## config.mk

```make
export PLATFORM = sky130hd
export DESIGN_NAME = fault_campaign_ctrl
export DESIGN_NICKNAME = d
export VERILOG_FILES = /design/src/rtl/fault_campaign_pkg.sv /design/src/rtl/lfsr16.sv /design/src/rtl/fault_campaign_ctrl.sv
export SDC_FILE = /design/constraint.sdc
export NUM_CORES = 1
export LEC_CHECK = 0
export CAP_MARGIN = 5
export CELL_PAD_IN_SITES_DETAIL_PLACEMENT = 0
export CELL_PAD_IN_SITES_GLOBAL_PLACEMENT = 1
export CORE_AREA = 4 4 119 121
export CTS_CLUSTER_DIAMETER = 150
export DETAILED_ROUTE_END_ITERATION = 16
export DIE_AREA = 0 0 123 125
export PLACE_DENSITY = 0.87
export SLEW_MARGIN = 10
export SYNTH_ARGS = -nofsm -noshare
export SYNTH_HDL_FRONTEND = slang
export SYNTH_SLANG_ARGS = --single-unit
```

## constraint.sdc

```tcl
create_clock -name clk -period 3.7 [get_ports clk]
set_input_delay 0.555 -clock clk [delete_from_list [all_inputs] [get_ports clk]]
set_output_delay 0.555 -clock clk [all_outputs]
set_load 0.01 [all_outputs]
```

## src/rtl/fault_campaign_pkg.sv

```systemverilog
// Shared types and constants for the fault-injection campaign sequencer.
package fault_campaign_pkg;

    localparam int unsigned LFSR_W    = 16;
    // x^16 + x^14 + x^13 + x^11 + 1 expressed as a mask over q[15:0]
    localparam logic [LFSR_W-1:0] LFSR_TAPS = 16'hB400;

    typedef enum logic [2:0] {
        ST_IDLE   = 3'd0,
        ST_APPLY  = 3'd1,
        ST_INJECT = 3'd2,
        ST_REPORT = 3'd3,
        ST_DONE   = 3'd4
    } state_t;

    function automatic int unsigned rec_width(
        input int unsigned n_out,
        input int unsigned site_w,
        input int unsigned n_in
    );
        return n_out + site_w + n_in;
    endfunction

endpackage

```

## src/rtl/lfsr16.sv

```systemverilog
// 16-bit Fibonacci LFSR, shifts left with the feedback bit entering at bit 0.
module lfsr16
    import fault_campaign_pkg::*;
(
    input  logic              clk,
    input  logic              rst,
    input  logic              load,
    input  logic [LFSR_W-1:0] seed,
    input  logic              step,
    output logic [LFSR_W-1:0] q
);

    logic feedback_c;

    assign feedback_c = ^(q & LFSR_TAPS);

    always_ff @(posedge clk or posedge rst) begin
        if (rst) begin
            q <= seed;
        end else if (load) begin
            q <= seed;
        end else if (step) begin
            q <= {q[LFSR_W-2:0], feedback_c};
        end
    end

endmodule

```

## src/rtl/fault_campaign_ctrl.sv

```systemverilog
// Fault-injection campaign sequencer: drives a vector and one fault pulse per run,
// captures the faulty/golden difference and streams one record per run.
module fault_campaign_ctrl
    import fault_campaign_pkg::*;
#(
    parameter int unsigned       N_IN    = 5,
    parameter int unsigned       N_OUT   = 2,
    parameter int unsigned       N_SITES = 6,
    parameter int unsigned       SITE_W  = 3,
    parameter int unsigned       N_RUNS  = 10000,
    parameter logic [LFSR_W-1:0] SEED    = 16'hACE1
)
(
    input  logic                                          clk,
    input  logic                                          rst,
    input  logic                                          start,
    output logic                                          busy,
    output logic                                          done,
    output logic [N_IN-1:0]                               vec,
    output logic                                          fault_en,
    output logic [SITE_W-1:0]                             fault_site,
    input  logic [N_OUT-1:0]                              fl_out,
    input  logic [N_OUT-1:0]                              gd_out,
    output logic                                          res_valid,
    input  logic                                          res_ready,
    output logic [rec_width(N_OUT, SITE_W, N_IN)-1:0]     res_data,
    output logic [31:0]                                   run_cnt,
    output logic [31:0]                                   fail_cnt
);

    localparam int unsigned REC_W = rec_width(N_OUT, SITE_W, N_IN);

    state_t            state;
    state_t            state_nxt;
    logic              lfsr_load;
    logic              lfsr_step;
    logic              clr_cnt;
    logic              busy_nxt;
    logic              done_nxt;
    logic              fault_en_nxt;
    logic              res_valid_nxt;
    logic              handshake;
    logic              last_run;
    logic              rec_fail;
    logic [LFSR_W-1:0] lfsr_q;
    logic              lfsr_unused;

    lfsr16 u_lfsr (
        .clk  (clk),
        .rst  (rst),
        .load (lfsr_load),
        .seed (SEED),
        .step (lfsr_step),
        .q    (lfsr_q)
    );

    // Only the low N_IN bits feed the vector; the rest are internal LFSR state.
    assign lfsr_unused = ^lfsr_q;

    assign handshake = res_valid & res_ready;
    assign last_run  = (run_cnt + 32'd1) == 32'(N_RUNS);
    assign rec_fail  = |res_data[REC_W-1 -: N_OUT];

    // Next-state and next-output decode.
    always_comb begin
        state_nxt = state;
        lfsr_load = 1'b0;
        lfsr_step = 1'b0;
        clr_cnt   = 1'b0;

        case (state)
            ST_IDLE, ST_DONE: begin
                if (start) begin
                    clr_cnt   = 1'b1;
                    lfsr_load = 1'b1;
                    state_nxt = (32'(N_RUNS) == 32'd0) ? ST_DONE : ST_APPLY;
                end
            end
            ST_APPLY:  state_nxt = ST_INJECT;
            ST_INJECT: state_nxt = ST_REPORT;
            ST_REPORT: begin
                if (handshake) begin
                    lfsr_step = 1'b1;
                    state_nxt = last_run ? ST_DONE : ST_APPLY;
                end
            end
            default:   state_nxt = ST_IDLE;
        endcase

        busy_nxt      = (state_nxt == ST_APPLY) || (state_nxt == ST_INJECT) ||
                        (state_nxt == ST_REPORT);
        done_nxt      = (state_nxt == ST_DONE);
        fault_en_nxt  = (state_nxt == ST_INJECT);
        res_valid_nxt = (state_nxt == ST_REPORT);
    end

    always_ff @(posedge clk or posedge rst) begin
        if (rst) begin
            state     <= ST_IDLE;
            busy      <= 1'b0;
            done      <= 1'b0;
            fault_en  <= 1'b0;
            res_valid <= 1'b0;
        end else begin
            state     <= state_nxt;
            busy      <= busy_nxt;
            done      <= done_nxt;
            fault_en  <= fault_en_nxt;
            res_valid <= res_valid_nxt;
        end
    end

    // The site counter doubles as the fault_site output so it is stable through REPORT.
    always_ff @(posedge clk or posedge rst) begin
        if (rst) begin
            run_cnt    <= '0;
            fail_cnt   <= '0;
            fault_site <= '0;
        end else if (clr_cnt) begin
            run_cnt    <= '0;
            fail_cnt   <= '0;
            fault_site <= '0;
        end else if (handshake) begin
            run_cnt <= run_cnt + 32'd1;
            if (rec_fail) begin
                fail_cnt <= fail_cnt + 32'd1;
            end
            if (fault_site == SITE_W'(N_SITES - 1)) begin
                fault_site <= '0;
            end else begin
                fault_site <= fault_site + SITE_W'(1);
            end
        end
    end

    // Vector is latched leaving APPLY; the record is latched on the edge leaving INJECT.
    always_ff @(posedge clk or posedge rst) begin
        if (rst) begin
            vec      <= '0;
            res_data <= '0;
        end else begin
            if (state == ST_APPLY) begin
                vec <= lfsr_q[N_IN-1:0];
            end
            if (state == ST_INJECT) begin
                res_data <= {fl_out ^ gd_out, fault_site, vec};
            end
        end
    end

endmodule
```

==> metrics.md <==
| Metric | Value |
|---|---|
| Iteration-0 DRC Markers | `323` |
| CP bufs+invs | `0` |
| DR vias/cell | `5.171` |
| #FFs+latches synth | `105` |
| Per-cell routed wire length | `15.36 microns` |
| Class of the worst hold path | `reg2reg` |
| Fin. max-slew vios | `0` |
| First-pass GRT wire length | `20.47 mm` |
| Core Area | `13,090 sq um` |
| Crit. End Element | `flip-flop` |
| Clock buffer count from CTS | `9` |
| Routed Antenna Nets | `0` |
| Leak pwr | `2.780 nW` |
| FP Rows | `42` |
| Required time worst endpoint | `3.98 ns` |
| Nets | `625` |
| Cell family with most CP delay | `simple AND/OR/NAND/NOR gates` |
| Post-synthesis sequential area ratio | `0.5109` |
| Setup TNS | `0 ns` |
| Seq pwr share | `0.452` |
| Clk_lat worst skew | `0.35 ns` |
| Layout cell share with drive strength beyond 1 | `0.08871` |
| DIE WIDTH | `123 microns` |
| Setup CP Type | `reg2reg` |
| Initial antenna violation count | `0` |
| Library cells used by synthesis | `48` |
| PostCTS Resize Cnt | `0` |
| Hold_buf cts | `0` |
| Hold Vio Cnt, Final | `0` |
| Int Pwr | `2.529 mW` |
| CTS root buf | `clkbuf_16` |
| Final Skew | `0.009010 ns` |
| Hold_ws | `0.4652 ns` |
| Mapped Avg Cell Area | `9.686 sq um` |
| Placer congestion estimate | `0.7899` |
| Status | `complete, no violations` |
| Cell mode on critical path | `nand4_1` |
| Post-CTS setup buffer count | `0` |
| CP arrival | `2.89 ns` |
| Area grow syn2layout | `27.22%` |
| IO buf count | `93` |
| Switching pwr | `1.153 mW` |
| Pwr per Cell Area | `560.6 nW/um^2` |
| Filler Cell Count | `1,189` |
| Footprint of the multi-input gates | `2391 sq um` |
| Starting Density | `0.3945` |
| Slowest cell on the critical path | `dfrtp_1` |
| Remaining DRCs | `0` |
| # setup viols final | `0` |
| Full die area | `15,380 sq um` |
| Max rail drop VDD | `366.1 uV` |
| Final wirelength | `12.23 mm` |
| Combinational share of power | `0.273` |
| Post-Syn Area | `5162 sq um` |
| CP max stage delay | `0.53 ns` |
| Worst-Margin Slew | `1.024 ns` |
| Clk buf depth | `2` |
| DP HPWL | `8.517 mm` |
| Crit start category | `flip-flop` |
| Global Route Usage Sum | `0.1642` |
| Ys async rst share | `1.000` |
| Slew HR | `0.3149` |
| CP Cell Sequence | `nand4_1, nor2_1, nand3_1, o21ai_0, nand4_1, nor4b_4, a21o_1` |
| Unrepaired setup endpoints after global routing | `false` |
| Storage cell area | `2638 sq um` |
| Synth Net Count | `543` |
| Largest net degree at the start of global routing | `83` |
| Cells after Synth | `533` |
| Period utilization | `0.7053` |
| Grt total ovfl | `0` |
| Yosys warning total | `0` |
| Reg clk slew, reported paths | `0.07 ns` |
| CTS sink count | `105` |
| Fin util | `0.5019` |
| Main synth FF type | `dfrtp_1` |
| Via count | `4,116` |
| I/O pin total | `94` |
| Drt pass-1 iters | `4` |
| Min Tclk post-route | `2.610 ns` |
| Max Cap Violations | `0` |
| Sw Ratio | `0.3131` |
| Vias in the first global route | `3,935` |
| Power share of the clock group | `0.276` |
| Die Y-Extent | `125 microns` |
| CTS tree | `yes` |
| H-tree lvl count | `3` |
| Ant. Diodes | `0` |
| Number of enable flip-flop cells after synthesis | `0` |
| Achievable frequency | `383.2 MHz` |
| Overall power consumption | `3.682 mW` |
| Critical Path Fanout Max | `8` |
## cell families (layout without fill, tap and decap cells)
kind of cell / count (synthesis) / count (layout) / share of synthesized area
AOI/OAI and AO/OA: 54 / 54 / 0.06447
muxes: 15 / 15 / 0.03223
adders and majority gates: 2 / 2 / 0.004847
xor gates and xnor gates: 66 / 66 / 0.1120
buffers and inverters: 33 / 120 / 0.02690
DFF: 105 / 105 / 0.5109
and+or+nand+nor: 258 / 258 / 0.2487
## Yosys cell counts (5+ instances only)
cell type | instances | share of area
a21oi_1 | 19 | 0.018
and3_1 | 8 | 0.0097
and4_1 | 7 | 0.012
buf_2 | 11 | 0.011
clkbuf_1 | 15 | 0.011
dfrtp_1 | 97 | 0.47
dfstp_2 | 8 | 0.041
inv_1 | 5 | 0.0036
mux2_2 | 13 | 0.028
nand2_1 | 69 | 0.050
nand3_1 | 27 | 0.026
nand4_1 | 20 | 0.024
nor2_1 | 87 | 0.063
nor3_1 | 7 | 0.0068
o21ai_0 | 15 | 0.015
or3_1 | 8 | 0.0097
xnor2_1 | 27 | 0.046
xor2_1 | 39 | 0.066
## worst reg2reg max path, cell delays in order, from the launching register on
cell and delay, ns:
dfrtp_1 0.53, nand4_1 0.19, nor2_1 0.51, nand3_1 0.30, o21ai_0 0.28, nand4_1 0.18, nor4b_4 0.37, a21o_1 0.20
## power by group through the flow
stage               clock, mW  combinational, mW  sequential (mW)
floorplan                   0              0.546             1.66
global placement            0              0.996             1.67
detailed placement          0               1.02             1.68
CTS                      1.04               1.02             1.67
global route             1.09               1.12             1.70
finish                   1.01               1.00             1.66
## placed cells by master (no fill, tap or decap), types with 6 or more instances in the layout
cell	count
dfrtp_1	97
nand3_1	27
clkdlybuf4s50_1	93
dfstp_2	8
clkbuf_16	9
o21ai_0	15
or3_1	8
mux2_2	13
nand2_1	69
nor3_1	7
xor2_1	39
and3_1	8
and4_1	7
nand4_1	20
xnor2_1	27
a21oi_1	19
buf_4	6
nor2_1	87
## final cells by class
cell class,count,area share
Tap cell,176,0.03353
Inverter,5,0.003239
Timing Repair Buffer,99,0.1486
Sequential cell,105,0.4016
Multi-Input combinational cell,395,0.3641
Clock buffer,12,0.04058
Clock inverter,4,0.008383
## through the flow
stage | cells | instance area, sq um | setup slack [ns]
after floorplan | 533 | 5162 | 0.3977
after global placement | 780 | 6246 | 0.7840
after detailed placement | 780 | 6246 | 0.7603
after CTS | 796 | 6568 | 1.081
after global routing | 796 | 6568 | 0.9355
final | 796 | 6568 | 1.090
## per-layer routing
metal	up-vias	part of all wire	global-route usage
met3	13	0.043	0.02755
met2	95	0.49	0.2609
li1	1973	-	-
met4	0	0.016	0.05863
met1	2035	0.46	0.2266
met5	-	0	0
## registers in the layout, summed over array words and instances, names as in the netlist
register,cells
res_data,10
vec,5
done,1
res_valid,1
u_lfsr.q,16
busy,1
state,3
fault_en,1
run_cnt,32
fail_cnt,32
fault_site,3
## final timing paths
| check | start | slack, ns | cells past startpoint | endpoint |
|---|---|---|---|---|
| hold reg to reg | u_lfsr.q[6] | 0.47 | 2 | u_lfsr.q[7] |
| hold / removal | u_lfsr.q[6] | 0.47 | 2 | u_lfsr.q[7] |
| max in group asynchronous | rst | 2.14 | 3 | run_cnt[17] |
| min in group asynchronous | rst | 0.80 | 2 | fail_cnt[10] |
| setup / recovery | run_cnt[14] | 1.09 | 7 | state[2] |
| setup reg to reg | run_cnt[14] | 1.09 | 7 | state[2] |
Power figures use the tool's default switching activity.
